$ cat config.mk
export PLATFORM = sky130hd
export DESIGN_NAME = data_packer_flat
export DESIGN_NICKNAME = d
export VERILOG_FILES = /design/src/rtl/data_packer_if.sv /design/src/rtl/data_packer.sv /design/src/flat_wrapper.sv
export SDC_FILE = /design/constraint.sdc
export NUM_CORES = 1
export LEC_CHECK = 0
export CAP_MARGIN = 25
export CORE_MARGIN = 2
export CORE_UTILIZATION = 59
export DETAILED_ROUTE_END_ITERATION = 10
export PLACE_DENSITY_LB_ADDON = 0.15
export SLEW_MARGIN = 20
export SYNTH_ARGS = -nofsm -noshare
export SYNTH_HDL_FRONTEND = slang
export SYNTH_SLANG_ARGS = --single-unit
$ cat constraint.sdc
create_clock -name clk_i -period 7.6 [get_ports clk_i]
set_clock_uncertainty 0.2 [all_clocks]
set_input_delay 0.76 -clock clk_i [delete_from_list [all_inputs] [get_ports clk_i]]
set_output_delay 0.76 -clock clk_i [all_outputs]
set_load 0.01 [all_outputs]
$ cat src/rtl/data_packer_if.sv
`default_nettype none
// ============================================================================
//  Module      : data_packer_if
//  Description : Streaming handshake bundle for data_packer.
//                Element input:  addr_i / addr_valid_i / addr_ready_o
//                Word output:    lowdim_data_o / lowdim_data_valid_o /
//                                lowdim_data_ready_i
//                slave  modport : packer side
//                master modport : producer/consumer side
//  Revision    : 1.0 - initial release
// ============================================================================
interface data_packer_if #(
    parameter int LowDimWidth = 64,
    parameter int ImAddrWidth = 10
);
    logic [ImAddrWidth-1:0] addr_i;
    logic                   addr_valid_i;
    logic                   addr_ready_o;
    logic [LowDimWidth-1:0] lowdim_data_o;
    logic                   lowdim_data_valid_o;
    logic                   lowdim_data_ready_i;

    modport slave (
        input  addr_i,
        input  addr_valid_i,
        output addr_ready_o,
        output lowdim_data_o,
        output lowdim_data_valid_o,
        input  lowdim_data_ready_i
    );

    modport master (
        output addr_i,
        output addr_valid_i,
        input  addr_ready_o,
        input  lowdim_data_o,
        input  lowdim_data_valid_o,
        output lowdim_data_ready_i
    );
endinterface
`default_nettype wire

$ cat src/rtl/data_packer.sv
`default_nettype none
// ============================================================================
//  Module      : data_packer
//  Description : Packs item-memory element addresses into LowDimWidth-bit
//                words. Mode 0 forwards each element as a whole word; modes
//                1/2/3 pack 1/4/8-bit slices LSB-first, flushing a word when
//                it is full or when a vector of csr_elem_size_i elements ends.
//                Finished words go through a small non-fall-through FIFO.
//  Ports       : clk_i, rst_i      - clock, synchronous active-high reset
//                enable_i          - block enable (low discards partial word)
//                clr_i             - soft clear (FIFO + partial word)
//                sel_mode_i        - 0=64b, 1=1b, 2=4b, 3=8b
//                csr_elem_size_i   - elements per vector (0 = no vector end)
//                bus (slave)       - element input / packed word output
//  Revision    : 1.0 - initial release
// ============================================================================
module data_packer #(
    parameter int LowDimWidth     = 64,
    parameter int NumTotIm        = 1024,
    parameter int PackerFifoDepth = 4,
    parameter int CsrDataWidth    = 32,
    localparam int ImAddrWidth    = $clog2(NumTotIm),
    localparam int ModeWidth      = 2
) (
    input  logic                    clk_i,
    input  logic                    rst_i,
    input  logic                    enable_i,
    input  logic                    clr_i,
    input  logic [ModeWidth-1:0]    sel_mode_i,
    input  logic [CsrDataWidth-1:0] csr_elem_size_i,
    data_packer_if.slave            bus
);
    localparam int c_PTR_W   = (PackerFifoDepth > 1) ? $clog2(PackerFifoDepth) : 1;
    localparam int c_CNT_W   = $clog2(PackerFifoDepth + 1);
    localparam int c_CHUNK_W = $clog2(LowDimWidth) + 1;
    localparam int c_OFF_W   = c_CHUNK_W + 3;

    localparam logic [ModeWidth-1:0] c_MODE_64B = 2'd0;
    localparam logic [ModeWidth-1:0] c_MODE_1B  = 2'd1;
    localparam logic [ModeWidth-1:0] c_MODE_4B  = 2'd2;
    localparam logic [ModeWidth-1:0] c_MODE_8B  = 2'd3;

    localparam logic [c_CHUNK_W-1:0]   c_LAST_1B = c_CHUNK_W'(LowDimWidth - 1);
    localparam logic [c_CHUNK_W-1:0]   c_LAST_4B = c_CHUNK_W'(LowDimWidth / 4 - 1);
    localparam logic [c_CHUNK_W-1:0]   c_LAST_8B = c_CHUNK_W'(LowDimWidth / 8 - 1);
    localparam logic [LowDimWidth-1:0] c_MASK_1B = LowDimWidth'(1);
    localparam logic [LowDimWidth-1:0] c_MASK_4B = LowDimWidth'(15);
    localparam logic [LowDimWidth-1:0] c_MASK_8B = LowDimWidth'(255);

    // Packing state
    logic [c_CHUNK_W-1:0]   r_chunk_cnt;
    logic [31:0]            r_elem_cnt;
    logic [LowDimWidth-1:0] r_accum;
    logic [ModeWidth-1:0]   r_prev_mode;

    // Output FIFO
    logic [LowDimWidth-1:0] r_mem [PackerFifoDepth];
    logic [c_PTR_W-1:0]     r_wr_ptr;
    logic [c_PTR_W-1:0]     r_rd_ptr;
    logic [c_CNT_W-1:0]     r_count;

    logic                   w_full;
    logic                   w_empty;
    logic                   w_addr_ready;
    logic                   w_accept;
    logic                   w_restart;
    logic                   w_mode_64;
    logic [c_CHUNK_W-1:0]   w_chunk_cur;
    logic [31:0]            w_elem_cur;
    logic [LowDimWidth-1:0] w_accum_cur;
    logic [LowDimWidth-1:0] w_addr_ext;
    logic [LowDimWidth-1:0] w_slice;
    logic [c_OFF_W-1:0]     w_bit_off;
    logic                   w_last_chunk;
    logic [31:0]            w_size32;
    logic                   w_elem_finish;
    logic [LowDimWidth-1:0] w_packed;
    logic                   w_push;
    logic [LowDimWidth-1:0] w_push_data;
    logic                   w_pop;

    assign w_full       = (r_count == c_CNT_W'(PackerFifoDepth));
    assign w_empty      = (r_count == '0);
    // Ready deliberately ignores a same-cycle pop so the full flag is purely registered.
    assign w_addr_ready = enable_i && !w_full && !rst_i;
    // An element offered during a soft clear is dropped.
    assign w_accept     = bus.addr_valid_i && w_addr_ready && !clr_i;
    assign w_mode_64    = (sel_mode_i == c_MODE_64B);

    // A mode switch restarts packing in the same cycle, so an element accepted
    // right at the switch lands at offset 0 of the new mode.
    assign w_restart   = !enable_i || (sel_mode_i != r_prev_mode);
    assign w_chunk_cur = w_restart ? '0 : r_chunk_cnt;
    assign w_elem_cur  = w_restart ? '0 : r_elem_cnt;
    assign w_accum_cur = w_restart ? '0 : r_accum;

    assign w_addr_ext  = LowDimWidth'(bus.addr_i);

    always_comb begin
        w_slice      = w_addr_ext;
        w_bit_off    = '0;
        w_last_chunk = 1'b0;
        case (sel_mode_i)
            c_MODE_1B: begin
                w_slice      = w_addr_ext & c_MASK_1B;
                w_bit_off    = {3'b000, w_chunk_cur};
                w_last_chunk = (w_chunk_cur == c_LAST_1B);
            end
            c_MODE_4B: begin
                w_slice      = w_addr_ext & c_MASK_4B;
                w_bit_off    = {1'b0, w_chunk_cur, 2'b00};
                w_last_chunk = (w_chunk_cur == c_LAST_4B);
            end
            c_MODE_8B: begin
                w_slice      = w_addr_ext & c_MASK_8B;
                w_bit_off    = {w_chunk_cur, 3'b000};
                w_last_chunk = (w_chunk_cur == c_LAST_8B);
            end
            default: begin
                w_slice      = w_addr_ext;
                w_bit_off    = '0;
                w_last_chunk = 1'b0;
            end
        endcase
    end

    // A zero vector size never ends a vector; words then flush only when full.
    assign w_size32      = 32'(csr_elem_size_i);
    assign w_elem_finish = (w_size32 != 32'd0) && (w_elem_cur == w_size32 - 32'd1);

    assign w_packed    = w_accum_cur | (w_slice << w_bit_off);
    assign w_push      = w_accept && (w_mode_64 || w_last_chunk || w_elem_finish);
    assign w_push_data = w_mode_64 ? w_addr_ext : w_packed;
    assign w_pop       = bus.lowdim_data_ready_i && !w_empty;

    always_ff @(posedge clk_i) begin
        if (rst_i) begin
            r_chunk_cnt <= '0;
            r_elem_cnt  <= '0;
            r_accum     <= '0;
            r_prev_mode <= c_MODE_64B;
        end else if (clr_i) begin
            r_chunk_cnt <= '0;
            r_elem_cnt  <= '0;
            r_accum     <= '0;
            r_prev_mode <= sel_mode_i;
        end else begin
            r_prev_mode <= sel_mode_i;
            if (w_accept && !w_mode_64) begin
                if (w_last_chunk || w_elem_finish) begin
                    r_chunk_cnt <= '0;
                    r_accum     <= '0;
                end else begin
                    r_chunk_cnt <= w_chunk_cur + c_CHUNK_W'(1);
                    r_accum     <= w_packed;
                end
                // Only a vector end resets the element count; a full word does not.
                r_elem_cnt <= w_elem_finish ? 32'd0 : w_elem_cur + 32'd1;
            end else begin
                r_chunk_cnt <= w_chunk_cur;
                r_elem_cnt  <= w_elem_cur;
                r_accum     <= w_accum_cur;
            end
        end
    end

    always_ff @(posedge clk_i) begin
        if (rst_i || clr_i) begin
            r_wr_ptr <= '0;
            r_rd_ptr <= '0;
            r_count  <= '0;
        end else begin
            if (w_push) begin
                r_wr_ptr <= (r_wr_ptr == c_PTR_W'(PackerFifoDepth - 1)) ? '0 : r_wr_ptr + c_PTR_W'(1);
            end
            if (w_pop) begin
                r_rd_ptr <= (r_rd_ptr == c_PTR_W'(PackerFifoDepth - 1)) ? '0 : r_rd_ptr + c_PTR_W'(1);
            end
            case ({w_push, w_pop})
                2'b10:   r_count <= r_count + c_CNT_W'(1);
                2'b01:   r_count <= r_count - c_CNT_W'(1);
                default: r_count <= r_count;
            endcase
        end
    end

    // Storage needs no reset: the output is gated to zero while empty.
    always_ff @(posedge clk_i) begin
        if (w_push) begin
            r_mem[r_wr_ptr] <= w_push_data;
        end
    end

    assign bus.addr_ready_o        = w_addr_ready;
    assign bus.lowdim_data_valid_o = !w_empty;
    assign bus.lowdim_data_o       = w_empty ? '0 : r_mem[r_rd_ptr];
endmodule
`default_nettype wire

$ cat src/flat_wrapper.sv
// flat-port wrapper written by rule: the top's interface ports become plain ports
module data_packer_flat 
#(
    parameter int LowDimWidth     = 64,
    parameter int NumTotIm        = 1024,
    parameter int PackerFifoDepth = 4,
    parameter int CsrDataWidth    = 32,
    localparam int ImAddrWidth    = $clog2(NumTotIm),
    localparam int ModeWidth      = 2
)
  (clk_i, rst_i, enable_i, clr_i, sel_mode_i, csr_elem_size_i, bus_addr_i, bus_addr_valid_i, bus_addr_ready_o, bus_lowdim_data_o, bus_lowdim_data_valid_o, bus_lowdim_data_ready_i);
  data_packer_if #(.LowDimWidth(LowDimWidth)) bus_i ();
  input  logic clk_i;
  input  logic rst_i;
  input  logic enable_i;
  input  logic clr_i;
  input  logic [ModeWidth-1:0] sel_mode_i;
  input  logic [CsrDataWidth-1:0] csr_elem_size_i;
  input wire logic [$bits(bus_i.addr_i)-1:0] bus_addr_i;
  input wire logic [$bits(bus_i.addr_valid_i)-1:0] bus_addr_valid_i;
  output wire logic [$bits(bus_i.addr_ready_o)-1:0] bus_addr_ready_o;
  output wire logic [$bits(bus_i.lowdim_data_o)-1:0] bus_lowdim_data_o;
  output wire logic [$bits(bus_i.lowdim_data_valid_o)-1:0] bus_lowdim_data_valid_o;
  input wire logic [$bits(bus_i.lowdim_data_ready_i)-1:0] bus_lowdim_data_ready_i;
  assign bus_i.addr_i = bus_addr_i;
  assign bus_i.addr_valid_i = bus_addr_valid_i;
  assign bus_addr_ready_o = bus_i.addr_ready_o;
  assign bus_lowdim_data_o = bus_i.lowdim_data_o;
  assign bus_lowdim_data_valid_o = bus_i.lowdim_data_valid_o;
  assign bus_i.lowdim_data_ready_i = bus_lowdim_data_ready_i;
  data_packer #(.LowDimWidth(LowDimWidth), .NumTotIm(NumTotIm), .PackerFifoDepth(PackerFifoDepth), .CsrDataWidth(CsrDataWidth)) u_core (.clk_i(clk_i), .rst_i(rst_i), .enable_i(enable_i), .clr_i(clr_i), .sel_mode_i(sel_mode_i), .csr_elem_size_i(csr_elem_size_i), .bus(bus_i));
endmodule
==> impl_metrics.env <==
export IMPL_syn_avg_cell_area_um2=12.37
export IMPL_grt_ovfl_total=0
export IMPL_finalSetupViolations=0
export IMPL_antenna_found_initial=0
export IMPL_dp_cells=1784
export IMPL_die_w_um=173.0
export IMPL_fin_cells=1852
export IMPL_critPathCaptureType="flop"
export IMPL_period_minus_slack_ns=6.000
export IMPL_io_buffers=115
export IMPL_cts_made_buffers=38
export IMPL_area_delta_synth_final_pct=15.79
export IMPL_syn_inst=1362
export IMPL_die_height_um=173.0
export IMPL_core_area_um2=27930
export IMPL_drt_initial_drc_count=1099
export IMPL_drc_errors=0
export IMPL_nFillCells=1999
export IMPL_holdBufCountCts=0
export IMPL_utilization_pct=69.86
export IMPL_cpPeakStageDelay_ns=0.90
export IMPL_dp_hpwl_um=24290
export IMPL_synth_edf_count=256
export IMPL_cts_sinks=370
export IMPL_worst_pin_slew_ns=0.9890
export IMPL_synth_fp_nets=1422
export IMPL_synth_distinct_cells=69
export IMPL_ys_flop_type="edfxtp_1"
export IMPL_path_cells="clkdlybuf4s50_1, xnor2_1, and3_4, buf_4, nand2_1, nor4b_1, nor2_1, a21oi_2, and2_2, buf_12"
export IMPL_synth_top_area_cell="edfxtp_1"
export IMPL_maxSlewViolCount=0
export IMPL_synth_seq_area_share_pct=59.15
export IMPL_clock_latency_ns=0.52
export IMPL_ant_nets=0
export IMPL_first_global_vias=11122
export IMPL_worstPathArrival_ns=6.01
export IMPL_status="complete, no violations"
export IMPL_crit_required_ns=7.61
export IMPL_synth_seq_cells=370
export IMPL_n_antenna_cell=0
export IMPL_row_count=61
export IMPL_post_drt_wl_per_cell_um=20.55
export IMPL_cts_root_buf="clkbuf_16"
export IMPL_htree_levels=2
export IMPL_rrSetupSlack_ns=2.54
export IMPL_power_w=0.004076
export IMPL_grt_usage_pct=25.44
export IMPL_syn_area_um2=16850
export IMPL_rsz0062_at_grt="no"
export IMPL_finalHoldViolCount=0
export IMPL_p_leak_nw=5.594
export IMPL_fin_nets=1507
export IMPL_synthTopCellsByArea="edfxtp_1, dfxtp_1, mux4_2, a22oi_1, nor2_1"
export IMPL_power_density_nw_per_um2=208.9
export IMPL_drive_above_1_share_pct=11.19
export IMPL_drv_cap=0
export IMPL_io_pins=116
export IMPL_synth_top_cell_area_share_pct=45.61
export IMPL_cts_clk_slew_worst_paths_ns=0.06
export IMPL_fmaxAchievable_mhz=166.7
export IMPL_gp_congestion=0.9317
export IMPL_path_class="input port to flop"
export IMPL_yosysWarnings=0
export IMPL_vias=11388
export IMPL_grt_pass1_wl_um=60710
export IMPL_dieArea_um2=29930
export IMPL_cts_resized=0
export IMPL_period_share_pct=78.94
export IMPL_vdd_drop_max_mv=0.1555
export IMPL_dr_pass1_iters=5
export IMPL_cts_tree="built"
export IMPL_max_slew_margin_pct=34.06
export IMPL_start_kind="input port"
export IMPL_grt_max_degree=98
export IMPL_final_setup_tns_ns=0
export IMPL_slowest_stage="xnor2_1"
export IMPL_crit_fanout=97
export IMPL_post_cts_repair_setup_buffers=0
export IMPL_start_util_pct=60.33
export IMPL_synthArstFlopShare_pct=0
export IMPL_drt_wl_total_um=38060
export IMPL_cts_buffer_depth=3
export IMPL_routed_via_density=6.149
export IMPL_worstHoldPathType="flop to flop"
## flip-flops by register name, indices dropped and copies added (netlist names), named ones only
register / cells
u_core.r_elem_cnt: 32
u_core.r_mem: 256
u_core.r_count: 3
u_core.r_rd_ptr: 2
u_core.r_wr_ptr: 2
u_core.r_chunk_cnt: 7
u_core.r_accum: 64
u_core.r_prev_mode: 2
## worst paths after layout
| path | start | endpoint | cells after the start |
|---|---|---|---|
| max | sel_mode_i[0] | u_core.r_mem[2][3] | 10 |
| min | u_core.r_rd_ptr[1] | flop | 2 |
| max reg2reg | u_core.r_prev_mode[0] | u_core.r_mem[2][3] | 9 |
| min reg2reg | u_core.r_rd_ptr[1] | flop | 2 |
## cell families (layout without fill, tap and decap cells)
logic type | after synthesis | in the layout | synth area share [%]
muxes | 74 | 74 | 9.169
xor gates and xnor gates | 80 | 80 | 4.402
buffers and inverters | 115 | 227 | 2.739
AOI/OAI and AO/OA | 217 | 217 | 9.213
and+or+nand+nor | 496 | 496 | 14.54
DFF | 370 | 370 | 59.15
adders and majority gates | 10 | 10 | 0.7870
## synthesized netlist by cell type, drive strengths merged (6+ instances only)
library cell	number
clkbuf	71
xor2	34
a21oi	17
edfxtp	256
nor4	10
o31ai	7
mux2i	7
a22oi	129
nand3	22
nand2	72
mux4	64
inv	20
buf	24
ha	9
nand4	21
and2	79
or3	6
nor3	44
or4	10
nor2b	11
dfxtp	114
and3	6
o21ai	25
xnor2	43
nor2	187
## placed cells by master (no fill, tap or decap), drive strengths merged, types with 44 or more instances in the layout
cell,synthesis,routed
a22oi,129,129
nand2,72,72
mux4,64,64
dfxtp,114,114
clkdlybuf4s50,0,115
nor2,187,187
edfxtp,256,256
and2,79,79
clkbuf,71,51
nor3,44,44
## final cells by class
class	count	area (µm²)	area share (%)
sequential	370	9975	51.11
multi-input combinational	877	6452	33.06
timing repair buffer	140	1364	6.989
clock buffer	51	1056	5.411
tap	378	473.0	2.424
clock inverter	16	120.1	0.6155
inverter	20	75.07	0.3847
## per-layer routing
metal  GRT usage, %  wire length, µm  share of wire [%]
met5              0                0                  0
met4          7.804             1076                2.8
met2          41.97            18460                 49
met1          35.58            16340                 43
met3          3.364             2188                5.7
## power breakdown
| group | switching (W) | internal (W) |
|---|---|---|
| Combinational | 0.000116 | 0.0000622 |
| Sequential | 0.00000196 | 0.00214 |
| Clock | 0.000745 | 0.00101 |
| Total | 0.000862 | 0.00321 |
## critical path: cells and delay by family
family,cells,cell delay (ns)
simple gates,5,2.08
buf+inv,3,1.88
xor+xnor,1,0.90
compound gates,1,0.32
## metrics by stage
stage,instance area [µm²],hold WS (ns),setup slack [ns]
floorplan,16850,0.2541,1.701
global placement,18320,0.2623,1.304
detailed placement,18320,0.2740,1.088
CTS,19490,0.2790,1.597
global route,19520,0.2977,1.205
finish,19520,0.2771,1.600
Power figures use the tool's default switching activity.
